### src/rtl/adder_latch_display_pkg.sv
// rtl/adder_latch_display_pkg.sv - shared LED mode encodings and board timing constants
package adder_latch_display_pkg;

    // LED bus display selections
    typedef enum logic [1:0] {
        MODE_SUM   = 2'd0,
        MODE_FLAGS = 2'd1,
        MODE_TICK  = 2'd2,
        MODE_BLINK = 2'd3
    } led_mode_e;

    // Board clock and the default half-second tick derived from it
    localparam int unsigned CLK_HZ           = 12_000_000;
    localparam int unsigned DEFAULT_PRESCALE = CLK_HZ / 2;

endpackage

### src/rtl/adder_latch_display_tick_prescaler.sv
// rtl/adder_latch_display_tick_prescaler.sv - run/stop prescaled tick, tick counter and blink toggle
module tick_prescaler
    import adder_latch_display_pkg::*;
#(
    parameter int unsigned PRESCALE = DEFAULT_PRESCALE,
    parameter int unsigned CNT_W    = 2
) (
    input  logic             clk,
    input  logic             reset,
    input  logic             run,
    output logic             tick,
    output logic [CNT_W-1:0] tick_cnt,
    output logic             blink
);

    localparam int unsigned     PS_W = $clog2(PRESCALE);
    localparam logic [PS_W-1:0] LAST = PS_W'(PRESCALE - 1);

    logic [PS_W-1:0] ps_q;
    logic            wrap;

    // A wrap only happens while running, so pausing can never manufacture a tick
    assign wrap = run && (ps_q == LAST);

    // Prescaler holds its count while stopped so a resumed period is not restarted
    always_ff @(posedge clk) begin
        if (reset) begin
            ps_q     <= '0;
            tick     <= 1'b0;
            tick_cnt <= '0;
            blink    <= 1'b0;
        end else begin
            tick <= wrap;
            if (run) begin
                ps_q <= wrap ? '0 : ps_q + 1'b1;
            end
            if (wrap) begin
                tick_cnt <= tick_cnt + 1'b1;
                blink    <= ~blink;
            end
        end
    end

endmodule

### src/rtl/adder_latch_display.sv
// rtl/adder_latch_display.sv - registered adder with sticky carry/overflow latches and LED display
module adder_latch_display
    import adder_latch_display_pkg::*;
#(
    parameter int unsigned WIDTH    = 4,
    parameter int unsigned PRESCALE = DEFAULT_PRESCALE,
    parameter int unsigned CNT_W    = 2,
    parameter int unsigned EVT_W    = 4
) (
    input  logic             clk,
    input  logic             reset,
    input  logic             run,
    input  logic [WIDTH-1:0] a,
    input  logic [WIDTH-1:0] b,
    input  logic             cin,
    input  logic             clr_latch,
    input  logic [1:0]       mode,
    output logic [WIDTH:0]   led,
    output logic [WIDTH:0]   sum,
    output logic             carry_latched,
    output logic             ovf_latched,
    output logic             tick,
    output logic [CNT_W-1:0] tick_cnt,
    output logic [EVT_W-1:0] evt_cnt
);

    localparam int unsigned LW = WIDTH + 1;
    // Number of flag / tick-count bits that actually fit on the LED bus
    localparam int unsigned FW = (LW < 3) ? LW : 3;
    localparam int unsigned TW = (CNT_W < LW) ? CNT_W : LW;

    localparam logic [EVT_W-1:0] EVT_MAX = '1;

    logic [WIDTH:0] sum_q;
    logic           a_sign_q;
    logic           b_sign_q;
    logic           carry_w;
    logic           ovf_w;
    logic           carry_prev_q;
    logic           carry_edge;
    logic           blink;
    logic [2:0]     flags;

    // Widen before adding so the carry lands in the top bit of the result
    always_ff @(posedge clk) begin
        if (reset) begin
            sum_q    <= '0;
            a_sign_q <= 1'b0;
            b_sign_q <= 1'b0;
        end else begin
            sum_q    <= {1'b0, a} + {1'b0, b} + {{WIDTH{1'b0}}, cin};
            a_sign_q <= a[WIDTH-1];
            b_sign_q <= b[WIDTH-1];
        end
    end

    assign carry_w = sum_q[WIDTH];
    // Signed overflow: like-signed operands producing an opposite-signed result
    assign ovf_w   = (a_sign_q == b_sign_q) && (sum_q[WIDTH-1] != a_sign_q);

    // Sticky latches; a new event beats a simultaneous clear so nothing is lost
    always_ff @(posedge clk) begin
        if (reset) begin
            carry_latched <= 1'b0;
            ovf_latched   <= 1'b0;
        end else begin
            if (carry_w) begin
                carry_latched <= 1'b1;
            end else if (clr_latch) begin
                carry_latched <= 1'b0;
            end
            if (ovf_w) begin
                ovf_latched <= 1'b1;
            end else if (clr_latch) begin
                ovf_latched <= 1'b0;
            end
        end
    end

    assign carry_edge = carry_w && !carry_prev_q;

    // Count carry rising edges, saturating; a clear coinciding with an edge leaves 1
    always_ff @(posedge clk) begin
        if (reset) begin
            carry_prev_q <= 1'b0;
            evt_cnt      <= '0;
        end else begin
            carry_prev_q <= carry_w;
            if (clr_latch) begin
                evt_cnt <= carry_edge ? EVT_W'(1) : '0;
            end else if (carry_edge && (evt_cnt != EVT_MAX)) begin
                evt_cnt <= evt_cnt + 1'b1;
            end
        end
    end

    tick_prescaler #(
        .PRESCALE (PRESCALE),
        .CNT_W    (CNT_W)
    ) u_tick_prescaler (
        .clk      (clk),
        .reset    (reset),
        .run      (run),
        .tick     (tick),
        .tick_cnt (tick_cnt),
        .blink    (blink)
    );

    assign sum   = sum_q;
    assign flags = {(evt_cnt != '0), ovf_latched, carry_latched};

    // LED source select; unused upper bits stay zero
    always_comb begin
        led = '0;
        case (led_mode_e'(mode))
            MODE_SUM:   led = sum_q;
            MODE_FLAGS: led[FW-1:0] = flags[FW-1:0];
            MODE_TICK:  led[TW-1:0] = tick_cnt[TW-1:0];
            MODE_BLINK: led = {LW{carry_latched & blink}};
            default:    led = '0;
        endcase
    end

endmodule
### config.mk
export PLATFORM = sky130hd
export DESIGN_NAME = adder_latch_display
export DESIGN_NICKNAME = d
export VERILOG_FILES = /design/src/rtl/adder_latch_display_pkg.sv /design/src/rtl/adder_latch_display_tick_prescaler.sv /design/src/rtl/adder_latch_display.sv
export SDC_FILE = /design/constraint.sdc
export NUM_CORES = 1
export LEC_CHECK = 0
export BUFFER_PORTS_ARGS = -buffer_cell sky130_fd_sc_hd__buf_2
export CORE_ASPECT_RATIO = 1.5
export CORE_MARGIN = 2
export CORE_UTILIZATION = 55
export DETAILED_ROUTE_END_ITERATION = 7
export GPL_ROUTABILITY_DRIVEN = 0
export PLACE_DENSITY = 0.78
export SLEW_MARGIN = 15
export SYNTH_ARGS = -nofsm -noshare
export SYNTH_HDL_FRONTEND = slang
export SYNTH_SLANG_ARGS = --single-unit
### constraint.sdc
create_clock -name clk -period 2.9 [get_ports clk]
set_clock_uncertainty 0.05 [all_clocks]
set_input_delay 0.29 -clock clk [delete_from_list [all_inputs] [get_ports clk]]
set_output_delay 0.29 -clock clk [all_outputs]
set_load 0.05 [all_outputs]
# Yosys cells after proc, flatten, opt, wreduce, memory -nomap -nowiden
# Cells that the tools add are included.
# classes
addsub	5
order_cmp	0
n_shift	0
n_eq_ne	7
div_mod_pow	0
reduce_logical	10
mux	10
bitwise	2
mul	0
# op_table
operator	count
$add A23 B1 Y23 const B	1
$eq A23 B23 Y1 const B	1
$mux W23	1
$mux W4	2
$pmux W2 S4	1
$reduce_bool A2 Y1	3
$add A4 B4 Y5	1
$add A5 B1 Y5	1
$add A4 B1 Y4 const B	1
$eq A2 B2 Y1 const B	2
$logic_and A1 B1 Y1	4
$mux W1	4
$ne A4 B4 Y1 const B	1
$pmux W2 S2	1
$reduce_bool A4 Y1	1
$pmux W1 S3	1
$add A2 B1 Y2 const B	1
$eq A2 B1 Y1 const B	1
$logic_not A2 Y1	1
$and A1 B1 Y1	1
$eq A1 B1 Y1	1
$logic_not A1 Y1	1
$ne A1 B1 Y1	1
$not A1 Y1	1
# word_totals
latch_bits	0
input_bits	15
output_inout_bits	19
rom_bits	0
mem_bits_rw	0
wordCells	45
mem_count	0
regBits	41

# Depth between registers and ports, before layout
# Gate-level depths: netlist of run 1.
# depth
depth_word	5
depth_mapped	7
mapped_depth_nobuf	6

# Hierarchy
# From an unflattened synthesis of run 1, not the netlist that was laid out.
# hier_totals
hier_cells	243
area_unflattened_um2	2165.8
# by_module_without_submodules
module	area_per_inst_um2	n_inst	cells_per_inst	seq_area_each_um2
tick_prescaler	1295.0	1	153	540.5
adder_latch_display	870.8	1	90	280.3

# Worst setup path before layout of run 1
# OpenSTA, ideal clock, no wires.
# synth_timing
kind	reg2out
start	register evt_cnt[0]
end	output led[2]
path_buffers	0
path_slack_ns	0.809
t_arrival_ns	1.751
t_required_ns	2.560
stages_incl_launch_ff	6
cell_sequence	dfxtp_1 inv_1 ha_1 nand2_1 a221oi_1 nor2_1
# synth_between
elab_chain_cells	2
# synth_rtl
item	line_no	source
from (decl)	adder_latch_display.sv:24	output logic [EVT_W-1:0] evt_cnt
from (signal assigned)	adder_latch_display.sv:90	evt_cnt <= carry_edge ? EVT_W'(1) : '0;
from (signal assigned)	adder_latch_display.sv:92	evt_cnt <= evt_cnt + 1'b1;
$reduce_bool A4 Y1	adder_latch_display.sv:110	assign flags = {(evt_cnt != '0), ovf_latched, carry_latched};
$pmux W1 S3	adder_latch_display.sv:115	case (led_mode_e'(mode))
to (decl)	adder_latch_display.sv:18	output logic [WIDTH:0] led,
# Every way passes these cells.

# Final worst setup path of run 1
# layout_timing
start	register u_tick_prescaler.ps_q[0]
end	register u_tick_prescaler.tick_cnt[1]
# layout_between
elab_chain_cells	2
# layout_rtl
item	line_no	source
from (decl)	adder_latch_display_tick_prescaler.sv:19	logic [PS_W-1:0] ps_q;
from (signal assigned)	adder_latch_display_tick_prescaler.sv:35	ps_q <= wrap ? '0 : ps_q + 1'b1;
$eq A23 B23 Y1	adder_latch_display_tick_prescaler.sv:23	assign wrap = run && (ps_q == LAST);
$logic_and A1 B1 Y1	adder_latch_display_tick_prescaler.sv:23	
to (signal assigned)	adder_latch_display_tick_prescaler.sv:38	tick_cnt <= tick_cnt + 1'b1;
to (decl)	adder_latch_display_tick_prescaler.sv:12	output logic [CNT_W-1:0] tick_cnt,
# Every way passes these cells.
# A chain may end at the register's enable or synchronous reset.

==> impl_metrics.tcl, run 1 <==
set metrics [dict create \
    dieArea_sq_um 4250 \
    path_clk_slew_ps 70 \
    pre_cts_ws_ps 696 \
    required_ps 3070 \
    dr_total_vias 1757 \
    grt_pass1_vias 1623 \
    viasPerCell 5.74 \
    async_flop_share_pct 0 \
    r2r-end "u_tick_prescaler.tick_cnt[1]" \
    dr.pass1.iters 4 \
    cts_hold_buffers 0 \
    grt_pass1_wl_mm 6.73 \
    fin_tns_setup_ps 0 \
    hold_class "primary input to register" \
    seq_area_frac_synth_pct 40.0 \
    core-area_sq_um 3610 \
    drive_above_1_share_pct 19.4 \
    post-place-cells 300 \
    cts_buffers 5 \
    hold_start "b[3]" \
    fp.dieW_um 53.9 \
    crit_arrival_ps 2380 \
    holdPathStages 2 \
    setup_slack_ps 694 \
    endpoint_kind "register" \
    synth_area_per_cell_sq_um 8.89 \
    power_mw 1.07 \
    cts_buffer_depth 2 \
    syn_inst 231 \
    tritoncts "built" \
    synth_ff_type "dfxtp_1" \
    grt_max_degree 23 \
    die_y_um 78.8 \
    ir_drop_mv 0.405 \
    synth_top_area_share_pct 40.0 \
    antenna_found_initial 0 \
    min_to "b_sign_q" \
    hold_viol 0 \
    critPathMaxFanout 10 \
    leakage_nw 0.907 \
    relSlewSlack_pct 69.3 \
    r2r_slack_ps 690 \
    nNetsFinal 293 \
    rows 27 \
    htreeDepth 2 \
    setup_viol 0 \
    hpwl_mm 3.16 \
    powerDensity_nw_per_um2 463 \
    clock.fmax_ghz 0.453 \
    ant_nets 0 \
    ys_seq_elements 41 \
    ys_top_cells_by_area "dfxtp_1 (40%), ha_1 (7.3%), a21oi_1 (5.1%), nor2_1 (3.3%), xnor2_1 (3.0%)" \
    clk_latency_ps 290 \
    period_minus_slack_ps 2210 \
    diodes 0 \
    stdcell_count 306 \
    grt_usage_pct 21.4 \
    worstMarginPinSlew_ps 449 \
    syn-num-nets 260 \
    fin_crit_sh_pct 76.1 \
    final_util_pct 63.9 \
    initial_utilization_pct 56.8 \
    ys_top_cells_by_count "dfxtp_1 (41), a21oi_1 (21), nor2_1 (18)" \
    rsz0062_at_grt "false" \
    ios 34 \
    post_drt_wl_per_cell_um 13.5 \
    overflow 0 \
    synth_most_common_cell "dfxtp_1" \
    area.growth.synth_to_final_pct 12.6 \
    drt_wl_total_mm 4.14 \
    cts_sinks 41 \
    r2r-start "u_tick_prescaler.ps_q[0]" \
    critPathLaunchType "register" \
    fill_cells 309 \
    post_cts_resized 0 \
    drtIter0Drc 69 \
    critPathKind "register to register" \
    synth_edf_count 0 \
    drc 0 \
    status "finished clean" \
    drv_slew 0 \
    ys_types 41 \
    yosys.area.top_type "dfxtp_1" \
    reg2reg_depth 5 \
    netlist_area_sq_um 2050 \
    post_cts_buffers 0 \
    ys_warn_count 0 \
    io_buffers 33 \
    root_buffer "clkbuf_8" \
    max-cap-violations 0 \
]
[logic make-up after synthesis]
family	after synthesis	share of synthesized area, %
AND/OR/NAND/NOR	91	25.4
AO/OA/AOI/OAI	49	14.2
flip-flops	41	40.0
buffers and inverters	21	4.45
adder cells (fa/ha/maj)	14	9.26
XOR/XNOR	12	5.12
multiplexers	3	1.58
[cell type report]
cell class              count  area [sq um]  area share, %
flip-flops and latches     41           821           35.5
multi-input cells         169          1140           49.4
clock inverters             1          5.00          0.217
repair buffers             34           173           7.47
clock buffers               5          68.8           2.98
inverters                  13          48.8           2.11
well taps                  43          53.8           2.33
[worst max-delay path by stage]
stage	start	slack (ps)	cells after the start	endpoint
after floorplan	evt_cnt[0]	810	5	led[2]
after global placement	u_tick_prescaler.ps_q[0]	770	5	u_tick_prescaler.tick_cnt[1]
after detailed placement	u_tick_prescaler.ps_q[0]	700	6	u_tick_prescaler.ps_q[11]
after CTS	u_tick_prescaler.ps_q[0]	690	5	u_tick_prescaler.blink
after global routing	u_tick_prescaler.ps_q[0]	480	5	u_tick_prescaler.tick_cnt[1]
final	u_tick_prescaler.ps_q[0]	690	5	u_tick_prescaler.tick_cnt[1]
[per-layer routing]
metal  vias up  wire length [um]  GRT usage [%]
met5         -                 0              0
met4         0                65           6.92
met3         5               158           4.89
met2        40              2240           42.1
met1       828              1670           19.9
li1        884                 -              -
[placed cells by master, fill, tap and decap left out, types with 2 or more instances in the layout]
cell,synthesis,layout
nand4_1,4,4
nor2b_1,8,8
mux2_2,2,2
and3_1,4,4
inv_1,13,13
xor2_1,5,5
nor3_1,8,8
a221o_1,2,2
nand2b_1,3,3
dfxtp_1,41,41
or4_4,2,2
o31ai_1,5,5
a31oi_1,2,2
nand2_1,11,11
or3_2,3,3
nand3b_1,2,2
nor2_1,18,18
nor4_1,2,2
ha_1,12,12
xnor2_1,7,7
fa_1,2,2
a21o_1,2,2
or3_1,6,6
clkbuf_8,0,5
nand3_1,9,9
or4_1,6,6
buf_2,4,33
a21oi_1,21,21
o21ai_0,12,12
[worst max-delay path: stages, from the launching register on]
cell,delay (ps)
dfxtp_1,400
ha_1,230
nand3_2,130
or4_1,680
or4_1,510
a21oi_1,140
[report_power, final]
group	internal, mW	leakage (nW)	switching [mW]
clock network	0.158	0.0399	0.177
logic	0.0465	0.535	0.0982
registers	0.578	0.333	0.0127
total	0.783	0.907	0.288
[stage by stage]
| stage | instance area (sq um) | hold slack [ps] |
|---|---|---|
| 2_1_floorplan | 2050 | 319 |
| 3_3_place_gp | 2240 | 407 |
| 3_5_place_dp | 2240 | 425 |
| 4_1_cts | 2310 | 187 |
| 5_1_grt | 2310 | 210 |
| 6_report | 2310 | 195 |
[registers in the layout, indices dropped and copies added (netlist names)]
signal and cells:
carry_latched 1, u_tick_prescaler.ps_q 23, carry_prev_q 1, a_sign_q 1, u_tick_prescaler.blink 1, u_tick_prescaler.tick_cnt 2
u_tick_prescaler.tick 1, evt_cnt 4, b_sign_q 1, sum 5, ovf_latched 1
Power figures use the tool's default switching activity.
==> run 2: changes to the inputs <==
--- a/config.mk
+++ b/config.mk
@@ -8,10 +8,10 @@
 export BUFFER_PORTS_ARGS = -buffer_cell sky130_fd_sc_hd__buf_2
 export CORE_ASPECT_RATIO = 1.5
 export CORE_MARGIN = 2
-export CORE_UTILIZATION = 55
+export CORE_UTILIZATION = 50
 export DETAILED_ROUTE_END_ITERATION = 7
 export GPL_ROUTABILITY_DRIVEN = 0
-export PLACE_DENSITY = 0.78
+export PLACE_DENSITY = 0.75
 export SLEW_MARGIN = 15
 export SYNTH_ARGS = -nofsm -noshare
 export SYNTH_HDL_FRONTEND = slang
==> constraint.sdc (replaced) <==
create_clock -name clk -period 1.8 [get_ports clk]
set_clock_uncertainty 0.05 [all_clocks]
set_input_delay 0.18 -clock clk [delete_from_list [all_inputs] [get_ports clk]]
set_output_delay 0.18 -clock clk [all_outputs]
set_load 0.05 [all_outputs]
==> run 2 against run 1 <==
  * Critical path type unchanged
  * Non-clock buffer count increased by 29
  * Critical endpoint is now u_tick_prescaler.ps_q[22]
  * Via count increased by 8.7%
  * Combinational power increased by 72%
  * The flow now finishes with violations (setup timing)
  * Final cell count increased by 11%
  * Power increased by 64%
  * Register-to-register slack got worse by 780 ps
  * Critical path depth unchanged
  * Setup slack got worse by 780 ps
  * First-iteration DRC count increased by 55%
==> impl_metrics.tcl, run 2 (same netlist as run 1, synthesis figures left out) <==
set metrics [dict create \
    grt_usage_pct 20.1 \
    violations "setup timing" \
    hold_viol 0 \
    critPathKind "register to register" \
    status "finished with violations" \
    diodes 0 \
    drc 0 \
    tritoncts "built" \
    crit_path_max_incr_delay_ps 530 \
    ir_drop_mv 0.720 \
    setup_slack_ps -84.4 \
    dieArea_sq_um 4650 \
    grt_pass1_vias 1707 \
    root_buffer "clkbuf_8" \
    required_ps 1980 \
    core-area_sq_um 3960 \
    fp.dieW_um 56.3 \
    post_drt_wl_per_cell_um 13.3 \
    max-cap-violations 0 \
    crit_slowest_cell "or4_4" \
    stdcell_area_sq_um 2700 \
    path_clk_slew_ps 70 \
    dr.pass1.iters 4 \
    crit_chain "ha_4 -> nand3_4 -> or4_4 -> or4_4 -> a21oi_2" \
    critPathLaunchType "register" \
    viasPerCell 5.60 \
    ios 34 \
    endpoint_kind "register" \
    grt_max_degree 23 \
    hold_class "primary input to register" \
    dr_total_vias 1910 \
    grt-busiest-layer "met2" \
    largest_reg_flops 23 \
    cts_buffer_depth 2 \
    drive_above_1_share_pct 38.9 \
    placed_cell_area_sq_um 2480 \
    path_common_cell "or4_4" \
    largest_register "u_tick_prescaler.ps_q" \
    cts_buffers 5 \
    crit_arrival_ps 2060 \
    groute.layer.met3.usage_pct 4.05 \
    final_util_pct 68.2 \
    mostFrequentLayoutCell "buf_2" \
    period_minus_slack_ps 1880 \
    drtIter0Drc 107 \
    powerDensity_nw_per_um2 652 \
    critPathMaxFanout 5 \
    met1_usage_pct 20.2 \
    rsz0062_at_grt "true" \
    worstMarginPinSlew_ps 383 \
    ant_nets 0 \
    leakage_nw 1.08 \
    rows 28 \
    io_buffers 33 \
    htreeDepth 2 \
    area.growth.synth_to_final_pct 31.6 \
    clk_latency_ps 290 \
    relSlewSlack_pct 74.1 \
    drt_wl_total_mm 4.55 \
    overflow 0 \
    grtUsageMet2_pct 38.7 \
    setup_viol 5 \
    fin_crit_sh_pct 105 \
    hpwl_mm 3.25 \
    grt_pass1_wl_mm 7.24 \
    drv_slew 0 \
    cts_sinks 41 \
    die_y_um 82.5 \
    clock.fmax_ghz 0.531 \
    initial_utilization_pct 51.9 \
    antenna_found_initial 0 \
    nNetsFinal 324 \
    layout_common_cells "buf_2 (31), buf_4 (29), dfxtp_1 (27)" \
]
==> run 2: cell count changes in the layout (fill, tap and decap cells not counted), moves of 3 or more <==
cell,previous run,this run
dfxtp_1,41,27
or3_4,0,3
nor2_2,0,3
a21oi_2,1,6
a21oi_1,21,16
dfxtp_2,0,12
nor2_1,18,15
buf_4,1,29
or4_4,2,7
or4_1,6,2
==> run 2: worst paths after layout <==
path | start | endpoint | slack (ps) | cells past startpoint
max | u_tick_prescaler.ps_q[0] | u_tick_prescaler.ps_q[22] | -80 | 5
min | a[3] | a_sign_q | 70 | 2
max reg2reg | u_tick_prescaler.ps_q[0] | u_tick_prescaler.ps_q[22] | -80 | 5
min reg2reg | u_tick_prescaler.ps_q[17] | u_tick_prescaler.ps_q[17] | 450 | 2
==> run 2: metal layers <==
metal  routed length, um  vias to the layer above
li1                    -                      955
met3                 173                       16
met4                 121                        0
met2                2480                       48
met5                   0                        -
met1                1770                      891
==> run 2: through the flow <==
stage | hold WS (ps) | TNS [ps] | power, mW | instances | worst slack (ps)
after floorplan | 209 | -209 | 1.14 | 231 | -123
after global placement | 370 | -595 | 1.21 | 328 | -74.4
after detailed placement | 371 | -1100 | 1.22 | 328 | -99.3
after CTS | 70.8 | -178 | 1.79 | 338 | -77.2
after global routing | 70.1 | -548 | 1.85 | 341 | -125
final | 71.4 | -291 | 1.76 | 341 | -84.4
==> run 2: worst max-delay path: cells and delay by family, from the launching register on <==
kind	cells	cell delay, ps
fa+ha+maj	1	150
compound gates	1	130
flops	1	370
simple gates	3	1130
==> run 2: cell type report <==
cell class	count	area [sq um]
clock buffers	6	72.6
clock inverters	2	10.0
multi-input cells	171	1250
fillers	341	1260
well taps	45	56.3
flip-flops and latches	41	843
repair buffers	63	415
inverters	13	48.8
==> run 2: repair_timing <==
action,CTS,global route
gates cloned,1,1
gates resized for setup,14,20
hold buffers,0,0
setup buffers,1,2
endpoints found under the setup margin,25,26
pin swaps,2,5
==> run 2: power by group <==
part	internal, mW	switching, mW
registers	0.930	0.0208
clock network	0.268	0.291
logic	0.0882	0.162
total	1.29	0.473
==> run 3: changes to the inputs <==
--- a/config.mk
+++ b/config.mk
@@ -6,7 +6,7 @@
 export NUM_CORES = 1
 export LEC_CHECK = 0
 export BUFFER_PORTS_ARGS = -buffer_cell sky130_fd_sc_hd__buf_2
-export CORE_ASPECT_RATIO = 1.5
+export CORE_ASPECT_RATIO = 0.75
 export CORE_MARGIN = 2
 export CORE_UTILIZATION = 50
 export DETAILED_ROUTE_END_ITERATION = 7
==> run 3 against run 2 <==
  * The run still ends with setup timing left
  * Critical path type unchanged
  * Non-clock buffer count rose by 3
  * Combinational power rose by 6%
  * Flip-flop and latch count is the same
  * Critical path depth did not move
==> impl_metrics.tcl, run 3 (same netlist as run 1, synthesis figures left out) <==
set metrics [dict create \
    cts_sinks 41 \
    stdcell_area_sq_um 2810 \
    grt_pass1_vias 1761 \
    hpwl_mm 3.32 \
    relSlewSlack_pct 69.6 \
    min_to "a_sign_q" \
    ios 34 \
    fill_cells 305 \
    status "finished with violations" \
    required_ps 1980 \
    largest_register "u_tick_prescaler.ps_q" \
    r2r-end "u_tick_prescaler.ps_q[20]" \
    violations "setup timing" \
    drv_slew 0 \
    largest_reg_flops 23 \
    rows 20 \
    stdcell_count 353 \
    fin_crit_sh_pct 106 \
    critPathMaxFanout 5 \
    post_drt_wl_per_cell_um 14.9 \
    die_y_um 59.5 \
    r2r_slack_ps -100 \
    cts_buffer_depth 2 \
    root_buffer "clkbuf_8" \
    hold_start "a[3]" \
    powerDensity_nw_per_um2 743 \
    diodes 0 \
    period_minus_slack_ps 1900 \
    grt_max_degree 23 \
    drc 0 \
    r2r-start "u_tick_prescaler.ps_q[1]" \
    leakage_nw 1.13 \
    initial_utilization_pct 51.3 \
    dr.pass1.iters 4 \
    core-area_sq_um 4000 \
    drtIter0Drc 112 \
    area.growth.synth_to_final_pct 37.1 \
    endpoint_kind "register" \
    hold_viol 0 \
    ir_drop_mv 0.588 \
    dieArea_sq_um 4640 \
    hold_class "primary input to register" \
    drt_wl_total_mm 5.27 \
    overflow 0 \
    path_clk_slew_ps 80 \
    fp.dieW_um 78.0 \
    io_buffers 33 \
    viasPerCell 5.59 \
    holdPathStages 2 \
    layout_common_cells "buf_2 (31), dfxtp_1 (30), buf_4 (29)" \
    max-cap-violations 0 \
    nNetsFinal 326 \
    clock.fmax_ghz 0.527 \
    crit_arrival_ps 2080 \
    rsz0062_at_grt "true" \
    crit_start "u_tick_prescaler.ps_q[1]" \
    drive_above_1_share_pct 40.6 \
    setup_slack_ps -99.3 \
    placed_cell_area_sq_um 2470 \
    mostFrequentLayoutCell "buf_2" \
    grt_usage_pct 21.8 \
    antenna_found_initial 0 \
    setup_viol 8 \
    dr_total_vias 1973 \
    htreeDepth 2 \
    post-place-cells 335 \
    tritoncts "built" \
    worstMarginPinSlew_ps 451 \
    grt_pass1_wl_mm 7.92 \
    clk_latency_ps 290 \
    cts_buffers 5 \
    reg2reg_depth 5 \
    critPathKind "register to register" \
    critPathLaunchType "register" \
    hold_ws_ps 62.9 \
    ant_nets 0 \
]
run 3: cell count changes in the layout (fill, tap and decap cells not counted), moves of 2 or more:
cell / previous run / this run
dfxtp_2: 12 / 9
or4_1: 2 / 0
or4_4: 7 / 9
dfxtp_1: 27 / 30
buf_6: 2 / 5
bufinv_16: 0 / 2
run 3: report_power, final:
group	internal [mW]	switching (mW)	total [mW]
logic	0.0952	0.170	0.265
registers	0.930	0.0210	0.951
clock network	0.551	0.323	0.874
run 3: cell type report:
cell class,count,area [sq um],share of cell area [%]
Sequential cell,41,840,29.8
Timing Repair Buffer,66,449,16.0
Inverter,13,48.8,1.73
Tap cell,55,68.8,2.45
Clock buffer,5,68.8,2.45
Clock inverter,3,65.1,2.31
Multi-Input combinational cell,170,1270,45.3
run 3: what timing repair did:
| item | in CTS | in global routing |
|---|---|---|
| gates cloned | 0 | 1 |
| endpoints found under the setup margin | 27 | 26 |
| resized for setup | 17 | 24 |
| hold buffers | 0 | 0 |
| setup buffers | 6 | 4 |
| pin swaps | 14 | 11 |
run 3: worst max-delay path by stage:
stage	to
2_1_floorplan	u_tick_prescaler.ps_q[22]
3_3_place_gp	u_tick_prescaler.tick_cnt[1]
3_5_place_dp	u_tick_prescaler.tick_cnt[1]
4_1_cts	u_tick_prescaler.ps_q[20]
5_1_grt	u_tick_prescaler.ps_q[17]
6_report	u_tick_prescaler.ps_q[20]
run 3: through the flow:
stage          setup WS (ps)  TNS, ps  utilization (%)  total power, mW
2_1_floorplan           -123     -209                -             1.14
3_3_place_gp           -64.7     -295             61.8             1.21
3_5_place_dp            -143    -1950             61.8             1.22
4_1_cts                 -115     -469             67.3             2.10
5_1_grt                 -152    -1170             70.3             2.17
6_report               -99.3     -493             70.3             2.09
run 3: critical path, stage by stage (launching register included):
cell and delay [ps]:
dfxtp_4 370, ha_4 150, nand3_4 80, or4_4 540, or4_4 500, a21oi_2 150
run 3: layer usage:
metal	vias up	wire length, um	track usage, %	part of all wire, %
met4	0	68	8.52	1.3
met5	-	0	0	0
met3	6	270	5.95	5.1
met1	955	2420	27.2	46
met2	50	2520	36.7	48
li1	962	-	-	-
